### src/rtl/uart_stim_gen.sv
// UART frame generator with a byte FIFO front end: configurable frame format,
// baud divisor, FIFO depth and inter-frame idle gap, one registered TXD line.
module uart_stim_gen #(
  parameter int unsigned CLKS_PER_BIT = 5208,
  parameter int unsigned DATA_BITS    = 8,
  parameter int unsigned PARITY       = 0,
  parameter int unsigned STOP_BITS    = 1,
  parameter int unsigned FIFO_DEPTH   = 16,
  parameter int unsigned GAP_BITS     = 0
) (
  input  logic                          CLK50M,
  input  logic                          n_RST,
  input  logic                          WR_EN,
  input  logic [7:0]                    WR_DATA,
  output logic                          FULL,
  output logic                          EMPTY,
  output logic [$clog2(FIFO_DEPTH):0]   LEVEL,
  output logic                          TXD,
  output logic                          BUSY,
  output logic                          FRAME_DONE
);

  localparam int unsigned PTR_W   = $clog2(FIFO_DEPTH);
  localparam int unsigned LEVEL_W = PTR_W + 1;
  localparam int unsigned CNT_W   = $clog2(CLKS_PER_BIT);
  localparam int unsigned BIT_MAX = (GAP_BITS > 8) ? GAP_BITS : 8;
  localparam int unsigned BIT_W   = $clog2(BIT_MAX + 1);
  localparam bit          HAS_PAR = (PARITY != 0);
  localparam bit          ODD_PAR = (PARITY == 1);
  localparam logic [7:0]  DATA_MASK = 8'((16'd1 << DATA_BITS) - 16'd1);

  localparam logic [2:0] S_IDLE   = 3'd0;
  localparam logic [2:0] S_START  = 3'd1;
  localparam logic [2:0] S_DATA   = 3'd2;
  localparam logic [2:0] S_PARITY = 3'd3;
  localparam logic [2:0] S_STOP   = 3'd4;
  localparam logic [2:0] S_GAP    = 3'd5;

  logic [2:0]         state_q, state_d;
  logic [CNT_W-1:0]   cnt_q, cnt_d;
  logic [BIT_W-1:0]   bit_q, bit_d;
  logic [7:0]         shift_q, shift_d;
  logic               par_q, par_d;
  logic [PTR_W-1:0]   wr_ptr_q, rd_ptr_q;
  logic [7:0]         mem [FIFO_DEPTH];

  logic               bit_end_c;
  logic               frame_end_c;
  logic               pop_c;
  logic               wr_ok_c;
  logic [7:0]         load_data_c;
  logic               load_par_c;
  logic [LEVEL_W-1:0] level_d;
  logic               txd_d;
  logic               busy_d;
  logic               done_d;

  assign wr_ok_c     = WR_EN && !FULL;
  assign bit_end_c   = (cnt_q == CNT_W'(CLKS_PER_BIT - 1));
  assign load_data_c = mem[rd_ptr_q] & DATA_MASK;
  assign load_par_c  = (^load_data_c) ^ ODD_PAR;

  // FIFO storage; pointers are cleared by reset, contents need not be
  always_ff @(posedge CLK50M) begin
    if (wr_ok_c) begin
      mem[wr_ptr_q] <= WR_DATA;
    end
  end

  // Next-state logic for the frame sequencer
  always_comb begin
    state_d     = state_q;
    cnt_d       = cnt_q;
    bit_d       = bit_q;
    shift_d     = shift_q;
    par_d       = par_q;
    pop_c       = 1'b0;
    frame_end_c = 1'b0;

    if (state_q == S_IDLE) begin
      cnt_d = '0;
    end else begin
      cnt_d = bit_end_c ? '0 : cnt_q + CNT_W'(1);
    end

    unique case (state_q)
      S_IDLE: begin
        if (!EMPTY) begin
          pop_c = 1'b1;
        end
      end
      S_START: begin
        if (bit_end_c) begin
          state_d = S_DATA;
          bit_d   = '0;
        end
      end
      S_DATA: begin
        if (bit_end_c) begin
          shift_d = {1'b0, shift_q[7:1]};
          if (bit_q == BIT_W'(DATA_BITS - 1)) begin
            bit_d   = '0;
            state_d = HAS_PAR ? S_PARITY : S_STOP;
          end else begin
            bit_d = bit_q + BIT_W'(1);
          end
        end
      end
      S_PARITY: begin
        if (bit_end_c) begin
          state_d = S_STOP;
          bit_d   = '0;
        end
      end
      S_STOP: begin
        if (bit_end_c) begin
          if (bit_q == BIT_W'(STOP_BITS - 1)) begin
            bit_d = '0;
            if (GAP_BITS != 0) begin
              state_d = S_GAP;
            end else begin
              frame_end_c = 1'b1;
            end
          end else begin
            bit_d = bit_q + BIT_W'(1);
          end
        end
      end
      S_GAP: begin
        if (bit_end_c) begin
          if (bit_q == BIT_W'(GAP_BITS - 1)) begin
            bit_d       = '0;
            frame_end_c = 1'b1;
          end else begin
            bit_d = bit_q + BIT_W'(1);
          end
        end
      end
      default: begin
        state_d = S_IDLE;
      end
    endcase

    // Back-to-back frames: the next start bit follows the last idle cycle directly
    if (frame_end_c) begin
      if (EMPTY) begin
        state_d = S_IDLE;
      end else begin
        pop_c = 1'b1;
      end
    end

    if (pop_c) begin
      state_d = S_START;
      cnt_d   = '0;
      bit_d   = '0;
      shift_d = load_data_c;
      par_d   = load_par_c;
    end
  end

  // Outputs are decoded from next state so the registered copies line up with it
  always_comb begin
    txd_d = 1'b1;
    unique case (state_d)
      S_START:  txd_d = 1'b0;
      S_DATA:   txd_d = shift_d[0];
      S_PARITY: txd_d = par_d;
      default:  txd_d = 1'b1;
    endcase
    busy_d = (state_d != S_IDLE);
    done_d = (state_d == S_STOP) &&
             (cnt_d == CNT_W'(CLKS_PER_BIT - 1)) &&
             (bit_d == BIT_W'(STOP_BITS - 1));
  end

  // Occupancy bookkeeping; a simultaneous write and pop cancel out
  always_comb begin
    level_d = LEVEL;
    unique case ({wr_ok_c, pop_c})
      2'b10:   level_d = LEVEL + LEVEL_W'(1);
      2'b01:   level_d = LEVEL - LEVEL_W'(1);
      default: level_d = LEVEL;
    endcase
  end

  always_ff @(posedge CLK50M) begin
    if (!n_RST) begin
      state_q    <= S_IDLE;
      cnt_q      <= '0;
      bit_q      <= '0;
      shift_q    <= '0;
      par_q      <= 1'b0;
      wr_ptr_q   <= '0;
      rd_ptr_q   <= '0;
      LEVEL      <= '0;
      FULL       <= 1'b0;
      EMPTY      <= 1'b1;
      TXD        <= 1'b1;
      BUSY       <= 1'b0;
      FRAME_DONE <= 1'b0;
    end else begin
      state_q    <= state_d;
      cnt_q      <= cnt_d;
      bit_q      <= bit_d;
      shift_q    <= shift_d;
      par_q      <= par_d;
      wr_ptr_q   <= wr_ptr_q + PTR_W'(wr_ok_c);
      rd_ptr_q   <= rd_ptr_q + PTR_W'(pop_c);
      LEVEL      <= level_d;
      FULL       <= (level_d == LEVEL_W'(FIFO_DEPTH));
      EMPTY      <= (level_d == '0);
      TXD        <= txd_d;
      BUSY       <= busy_d;
      FRAME_DONE <= done_d;
    end
  end

endmodule
### config.mk
export PLATFORM = sky130hd
export DESIGN_NAME = uart_stim_gen
export DESIGN_NICKNAME = d
export VERILOG_FILES = /design/src/rtl/uart_stim_gen.sv
export SDC_FILE = /design/constraint.sdc
export NUM_CORES = 1
export LEC_CHECK = 0
export CAP_MARGIN = 5
export CORE_MARGIN = 4
export CORE_UTILIZATION = 55
export CTS_CLUSTER_SIZE = 16
export DETAILED_ROUTE_END_ITERATION = 12
export GPL_TIMING_DRIVEN = 0
export PLACE_DENSITY = 0.78
export SYNTH_ARGS = -nofsm -noshare
export SYNTH_HDL_FRONTEND = slang
export SYNTH_SLANG_ARGS = --single-unit
### constraint.sdc
create_clock -name CLK50M -period 9.3 [get_ports CLK50M]
set_input_delay 2.79 -clock CLK50M [delete_from_list [all_inputs] [get_ports CLK50M]]
set_output_delay 2.79 -clock CLK50M [all_outputs]
set_load 0.02 [all_outputs]
# Yosys cells after proc, flatten, opt, wreduce, memory -nomap -nowiden
# Memories as Yosys holds them, arrays and structs flattened. A register that Yosys moved wholly into a read port is not among the register bits.
# Cells that the tools add are included.
[word_totals]
romBits = 0
n_memories = 1
output_inout_bits = 10
latchBits = 0
elab_cells = 90
input_bits = 11
regBits = 47
mem_bits_rw = 128
[mem_list]
columns = ["name", "depth", "width", "rd", "rd_clocked_by_memory_dff", "write_ports", "line_no", "rtl"]
rows = [
  ["mem", 16, 8, 1, 1, 1, "45", "logic [7:0] mem [FIFO_DEPTH];"],
]
[op_classes]
bitwise_logic = 0
reduce_logical = 15
n_shift = 0
mul = 0
muxes = 38
div = 0
add_sub_neg = 6
n_lt_le_gt_ge = 0
eq_ne = 16
[op_table]
columns = ["operator", "count"]
rows = [
  ["$mux W13", 3],
  ["$mux W4", 9],
  ["$eq A13 B13 Y1 const B", 2],
  ["$mux W8", 3],
  ["$mux W3", 7],
  ["$pmux W4 S4", 1],
  ["$add A13 B1 Y13 const B", 1],
  ["$eq A3 B2 Y1 const B", 4],
  ["$pmux W3 S4", 1],
  ["$mux W1", 11],
  ["$pmux W5 S2", 1],
  ["$eq A3 B3 Y1 const B", 3],
  ["$add A4 B1 Y4", 2],
  ["$logic_not A4 Y1", 2],
  ["$reduce_xor A8 Y1", 1],
  ["$eq A3 B1 Y1 const B", 2],
  ["$add A5 B1 Y5 const B", 1],
  ["$eq A5 B5 Y1 const B", 1],
  ["$logic_not A5 Y1", 1],
  ["$sub A5 B1 Y5 const B", 1],
  ["$add A4 B1 Y4 const B", 1],
  ["$eq A4 B3 Y1 const B", 1],
  ["$eq A4 B4 Y1 const B", 1],
  ["$reduce_bool A2 Y1", 2],
  ["11 further kinds", 13],
]

# Longest topological paths before layout
# Gate-level depths: netlist of the first run.
[depth]
ltp_word = 10
mapped_depth = 20
ltp_nobuf = 17

# Least setup slack after synthesis of the first run
# OpenSTA, ideal clock, no wires.
[synth_path]
kind = "input -> register"
startpoint = "in WR_EN"
endpoint = "reg EMPTY"
t_arrival_ns = 4.573
t_required_ns = 9.230
stages = 12
setup_slack_ns = 4.657
path_buffers = 1
setup_ns = 0.070
cell_sequence = "nand2b_1 -> ha_1 -> clkbuf_1 -> xor2_1 -> ha_1 -> nor2b_1 -> a22oi_1 -> o32a_1 -> nor2_1 -> xnor2_1 -> nor2_1 -> a21oi_1"
[synth_between]
elab_chain_len = 4
elab_cells_between_ends = 5
cone_classes = "2 x eq/ne; 1 x mux; 2 x reduce/logical"
[synth_rtl]
columns = ["item", "line_no", "rtl"]
rows = [
  ["from (decl)", "13", "input logic WR_EN,"],
  ["$logic_and A1 B1 Y1 (*)", "58", "assign wr_ok_c = WR_EN && !FULL;"],
  ["$eq A2 B1 Y1 / $eq A2 B2 Y1 (equally long branches)", "180", "unique case ({wr_ok_c, pop_c})"],
  ["$pmux W5 S2 (*)", "180", ""],
  ["$logic_not A5 Y1 (*)", "212", "EMPTY <= (level_d == '0);"],
  ["to (signal assigned)", "212", ""],
  ["to (decl)", "16", "output logic EMPTY,"],
]
# Every way passes the cells marked *; elsewhere a longest branch is shown, timed or not.
# A chain may end at the register's enable or synchronous reset.

# Worst setup path after layout of the first run
# Ends and elaborated chain as after synthesis.

==> results.toml, run 1 <==
[grt]
grt_usage_pct = 21.0
antenna_found_initial = 0
grt_max_degree = 17
grt_pass1_vias = 4779
grt-ovfl-total = 0
grt_pass1_wl_um = 25700

[timing]
setup-tns-final_ps = 0
relSlewSlack_pct = 36.7
finalCriticalPeriod_ps = 4960
finClkSkew_ps = 14.4
setup_viol = 0
hold_viol_final = 0
max_freq_mhz = 201
rsz0062_at_grt = "false"
tightest_slew_ps = 946
timing.final.max_slew_violations = 0
period_share_pct = 53.4
setup_ws_ps = 4340

[finish]
drive_above_1_share_pct = 15.2
area_delta_synth_final_pct = 12.6
nets = 615
n_antenna_cell = 0

[die]
pin_count = 21
die_area_mm2 = 0.0162
core_area_mm2 = 0.0139
die_h_um = 127
die_w_um = 127
fp-row-count = 43
start_util_pct = 56.2

[clocking]
cts-root-buf = "clkbuf_16"
cts_resized = 0
clock_sinks = 175
cts_buffers = 17
cts_tree = "yes"
worstSkewPairLatency_ps = 430
clockBufferDepth = 2
cts_hold_buffers = 0
postCtsSetupRepairBufs = 0
clk_pin_slew_ps = 60
cts-htree-levels = 4

[placement]
dp_hpwl_um = 10900
post-place-ws_ps = 3960
portBuffers = 20
place.gp.congestion = 0.886

[detailed_routing]
wl_per_cell_um = 20.3
drc_errors = 0
detail_route.first_pass.iterations = 5
routed_via_density = 6.10
vias = 4800
wirelength_um = 16000
detail-route-antenna-nets = 0
drt_iter0_markers = 452

[synth]
yosysTopAreaCellShare_pct = 49.2
async_flop_share_pct = 0
synth.avg_cell_area_um2 = 14.1
synth-seq-cells = 175
ys_warn_count = 0
synth_edf_count = 128
synth_area_leaders = "edfxtp_1 (49%), dfxtp_1 (12%), mux4_2 (10%), xnor2_1 (3.4%), nor2_1 (2.8%)"
syn_area_mm2 = 0.00780
synth-main-ff-cell = "edfxtp_1"
synth.net_count = 573
synth_seq_area_share_pct = 61.3
syn_inst = 552
synthTopCellsByCount = "edfxtp_1 (128), nor2_1 (59), dfxtp_1 (47)"
yosys.cell_count.top_type = "edfxtp_1"
synth_top_area_cell = "edfxtp_1"
yosysUniqueCellTypes = 61

[critical_path]
end_kind = "flop"
rr_worst_depth = 19
crit_fanout = 7
r2r-start = "cnt_q[0]$_SDFF_PN0_"
critPathArrivalTime_ps = 5320
timing.rr.end = "EMPTY$_SDFF_PN1_"
cp.required_ps = 9660
worstSetupPathType = "in -> reg"
start_kind = "input pin"
rrSetupSlack_ps = 5130

[pwr]
p_per_area_mw_per_mm2 = 239
p_leak_nw = 2.92
ir_worst_vdd_uv = 163

[min_path]
min_path_cells = 1
hold_class = "reg -> reg"
min_from = "cnt_q[0]$_SDFF_PN0_"
hold-path-endpoint = "cnt_q[0]$_SDFF_PN0_"

[job]
maxCapViolCount = 0

[run_status]
status = "finished, final reports clean"
-- worst max-delay path by stage --
stage,endpoint,slack (ps),cells past startpoint,from
2_1_floorplan,EMPTY$_SDFF_PN1_,4660,12,WR_EN
3_3_place_gp,mem[0][5]$_DFFE_PP_,3950,4,WR_EN
3_5_place_dp,EMPTY$_SDFF_PN1_,3960,13,WR_EN
4_1_cts,EMPTY$_SDFF_PN1_,4390,13,WR_EN
5_1_grt,EMPTY$_SDFF_PN1_,4070,13,WR_EN
6_report,EMPTY$_SDFF_PN1_,4340,13,WR_EN
-- critical path, cell delays in order --
cell and delay [ps]:
clkdlybuf4s50_1 400, nand2b_1 200, ha_1 190, clkbuf_1 270
xor2_1 190, ha_1 200, nor2b_1 170, a22oi_1 110
o32a_1 300, nor2_1 140, xnor2_1 160, nor2_1 80
a21oi_1 120
-- cell families (layout without fill, tap and decap cells) --
group	after synthesis	in the layout	synth area share, %
DFF	175	175	61.3
and+or+nand+nor	168	168	11.4
xor gates and xnor gates	48	48	5.56
adders and majority gates	10	10	1.60
AOI/OAI and AO/OA	61	61	5.07
muxes	56	56	12.8
buffers and inverters	34	89	2.24
-- per-layer routing --
metal	part of all wire [%]	vias to the layer above	global-route usage (%)
met1	40	2413	26.4
met5	0	-	0
met3	4.7	35	4.43
met2	53	166	36.1
li1	-	2186	-
met4	2.4	0	7.70
-- cells in the final DEF, fill, tap and decap left out, drive strengths merged, types with 12 or more instances in the layout --
cell             n
dfxtp           47
a21oi           17
o21ai           13
nor2            61
mux2i           21
xnor2           30
clkdlybuf4s50   20
nand2           22
and3            12
nand3           12
nor3            12
mux4            35
buf             17
edfxtp         128
inv             13
xor2            17
clkbuf          32
-- final cells by class --
type / instances / area (µm²)
Buffer: 26 / 144
Fill cell: 973 / 5090
Inverter: 8 / 31.3
Timing Repair Buffer: 23 / 218
Multi-Input combinational cell: 343 / 2850
Clock inverter: 12 / 98.8
Tap cell: 180 / 225
Sequential cell: 175 / 4780
Clock buffer: 20 / 437
-- flip-flops by register name, summed over array words and instances, names as in the netlist, 3 cells and up --
name and cells:
LEVEL 5, cnt_q 13, state_q 3, wr_ptr_q 4, bit_q 4, mem 128
shift_q 8, rd_ptr_q 4
-- metrics by stage --
| step | utilization, % | hold WS, ps | total power, mW | instance area (µm²) | cells |
|---|---|---|---|---|---|
| after global routing | 63.3 | 505 | 2.20 | 8790 | 787 |
| after global placement | 59.3 | 456 | 1.44 | 8230 | 752 |
| final | 63.3 | 476 | 2.10 | 8790 | 787 |
| after detailed placement | 59.4 | 466 | 1.46 | 8250 | 754 |
| after floorplan | - | 437 | 1.32 | 7800 | 552 |
| after CTS | 63.3 | 481 | 2.11 | 8780 | 786 |
-- report_power, final --
group | total (mW) | switching, mW | internal [mW]
clock | 0.651 | 0.303 | 0.348
sequential | 0.919 | 0.0326 | 0.887
combinational | 0.533 | 0.280 | 0.253
Note: power is estimated with default switching activity, not from simulation.
==> run 2, diff against run 1 <==
Settings changed: PLACE_DENSITY 0.78 to 0.81.
Clock period 9.3 ns to 4.2 ns, I/O delays scaled along.
==> run 2 against run 1 <==
  * Power rose by 130%
  * Final area grew 0.83%
  * Final cell count grew 0.25%
  * Register-to-register slack worse by 4800 ps
  * Critical path type is now reg -> reg
  * Sequential power grew 120%
  * Core utilization increased by 0.52 points
  * Highest routed layer unchanged
  * Non-clock buffer count is 2 higher
==> results.toml, run 2 (synthesis gave the netlist of run 1 again) <==
[pwr]
pwr-share-clk_pct = 32.7
internal-power_mw = 3.41
ir_worst_vdd_uv = 422
p_per_area_mw_per_mm2 = 536
power.share.switching_pct = 28.3
comb_power_share_pct = 24.5
p_sw_mw = 1.34
p_seq_share_pct = 42.8
p_leak_nw = 2.96

[placement]
portBuffers = 20
place.gp.congestion = 0.855
placed_cells = 755
post-place-ws_ps = 56.3
dp_hpwl_um = 10700

[run_status]
status = "finished, final reports clean"

[critical_path]
cp.required_ps = 4560
r2r-start = "bit_q[1]$_SDFF_PN0_"
crit_fanout = 12
worstSetupPathType = "reg -> reg"
start_kind = "flop"
crit_start = "bit_q[1]$_SDFF_PN0_"
end_kind = "flop"
critPathArrivalTime_ps = 4230

[finish]
layout_common_cells = "edfxtp_1 (128), nor2_1 (59), dfxtp_1 (47)"
nets = 617
fill_cells = 969
layout.cells.non_filler = 789
drive_above_1_share_pct = 15.8
largest-register = "mem"
largest_reg_flops = 128
layout_commonest_cell = "edfxtp_1"
area_delta_synth_final_pct = 13.5
n_antenna_cell = 0
top_regs = "mem x128, cnt_q x13, shift_q x8"

[timing]
setup_viol = 0
max_freq_mhz = 258
rsz0062_at_grt = "false"
tightest_slew_ps = 952
setup_ws_ps = 329
timing.final.max_slew_violations = 0
finClkSkew_ps = 8.02
period_share_pct = 92.2
finalCriticalPeriod_ps = 3870
hold_viol_final = 0
setup-tns-final_ps = 0
relSlewSlack_pct = 36.3

[detailed_routing]
drc_errors = 0
vias = 4729
wirelength_um = 15600
detail-route-antenna-nets = 0
wl_per_cell_um = 19.8
drt_iter0_markers = 375
detail_route.first_pass.iterations = 4
routed_via_density = 5.99

[grt]
grt_pass1_vias = 4777
grt_pass1_wl_um = 25300
antenna_found_initial = 0
grt-ovfl-total = 0
grt_max_degree = 17
grt_usage_pct = 20.5

[clocking]
cts-root-buf = "clkbuf_16"
cts_resized = 0
clockBufferDepth = 2
clk_pin_slew_ps = 70
clock_sinks = 175
worstSkewPairLatency_ps = 430
cts_buffers = 17
cts_tree = "yes"
cts-htree-levels = 4

[die]
die_h_um = 127
die_w_um = 127
die_area_mm2 = 0.0162
fp-row-count = 43
core_area_mm2 = 0.0139
pin_count = 21
start_util_pct = 56.2

[job]
maxCapViolCount = 0

[min_path]
min_from = "cnt_q[0]$_SDFF_PN0_"
hold_class = "reg -> reg"
run 2: cell count changes in the layout (fill, tap and decap cells not counted), sizes merged:
cell,previous run,this run
clkbuf,32,28
clkinv,6,11
inv,13,9
bufinv,0,2
buf,17,20
run 2: stage by stage:
step                      hold slack, ps  utilization, %  instance area (µm²)  total power [mW]
after floorplan                      437               -                 7800              2.93
after global placement               459            59.3                 8230              3.19
after detailed placement             468            59.4                 8250              3.23
after CTS                            482            63.7                 8840              4.77
after global routing                 515            63.8                 8860              4.98
final                                479            63.8                 8860              4.75
run 2: final timing paths:
kind                    endpoint  slack [ps]  cells past startpoint
max             EMPTY$_SDFF_PN1_         330                     19
min          cnt_q[0]$_SDFF_PN0_         480                      1
max reg2reg     EMPTY$_SDFF_PN1_         330                     19
min reg2reg  cnt_q[0]$_SDFF_PN0_         480                      1
run 2: power groups by stage:
stage | registers, mW | clock network, mW | logic, mW
2_1_floorplan | 2.09 | 0 | 0.837
3_3_place_gp | 2.06 | 0 | 1.13
3_5_place_dp | 2.07 | 0 | 1.16
4_1_cts | 2.03 | 1.57 | 1.17
5_1_grt | 2.04 | 1.65 | 1.28
6_report | 2.03 | 1.55 | 1.16
run 2: routing by layer:
layer | routed length (µm) | track usage (%) | up-vias
met5 | 0 | 0 | -
met4 | 261 | 6.18 | 0
met3 | 873 | 5.02 | 25
met2 | 7990 | 33.9 | 165
met1 | 6530 | 27.1 | 2358
li1 | - | - | 2181
run 2: repair_timing:
item | CTS | global route
endpoints found under the setup margin | 0 | 3
hold buffers | 0 | 0
buffers inserted | 0 | 3
run 2: cell type report:
cell class	instances	area, µm²	share of cell area (%)
sequential	175	4780	54.0
multi-input combinational	343	2850	32.2
clock buffer	17	425	4.80
timing repair buffer	26	240	2.71
tap	180	225	2.54
clock inverter	15	164	1.85
buffer	25	140	1.58
inverter	8	31.3	0.353
run 2: worst max-delay path, stage by stage, from the launching register on:
cell      delay, ps
dfxtp_1         350
inv_1            90
ha_1            150
or4b_2          620
nand2_1         150
a31oi_1         100
or2_1           240
buf_6           140
clkinv_2         80
buf_6           140
ha_1            310
xor2_1          180
ha_1            200
nor2b_1         170
a22oi_1         110
o32a_1          290
nor2_1          120
xnor2_1         160
nor2_1           80
a21oi_1         110
==> run 3, diff against run 2 <==
==> constraint.sdc (replaced) <==
create_clock -name CLK50M -period 4.2 [get_ports CLK50M]
set_input_delay 0.84 -clock CLK50M [delete_from_list [all_inputs] [get_ports CLK50M]]
set_output_delay 0.84 -clock CLK50M [all_outputs]
set_load 0.02 [all_outputs]
==> results of run 3 <==
Same layout as run 2: the final DEF is identical, and so are final timing and power.
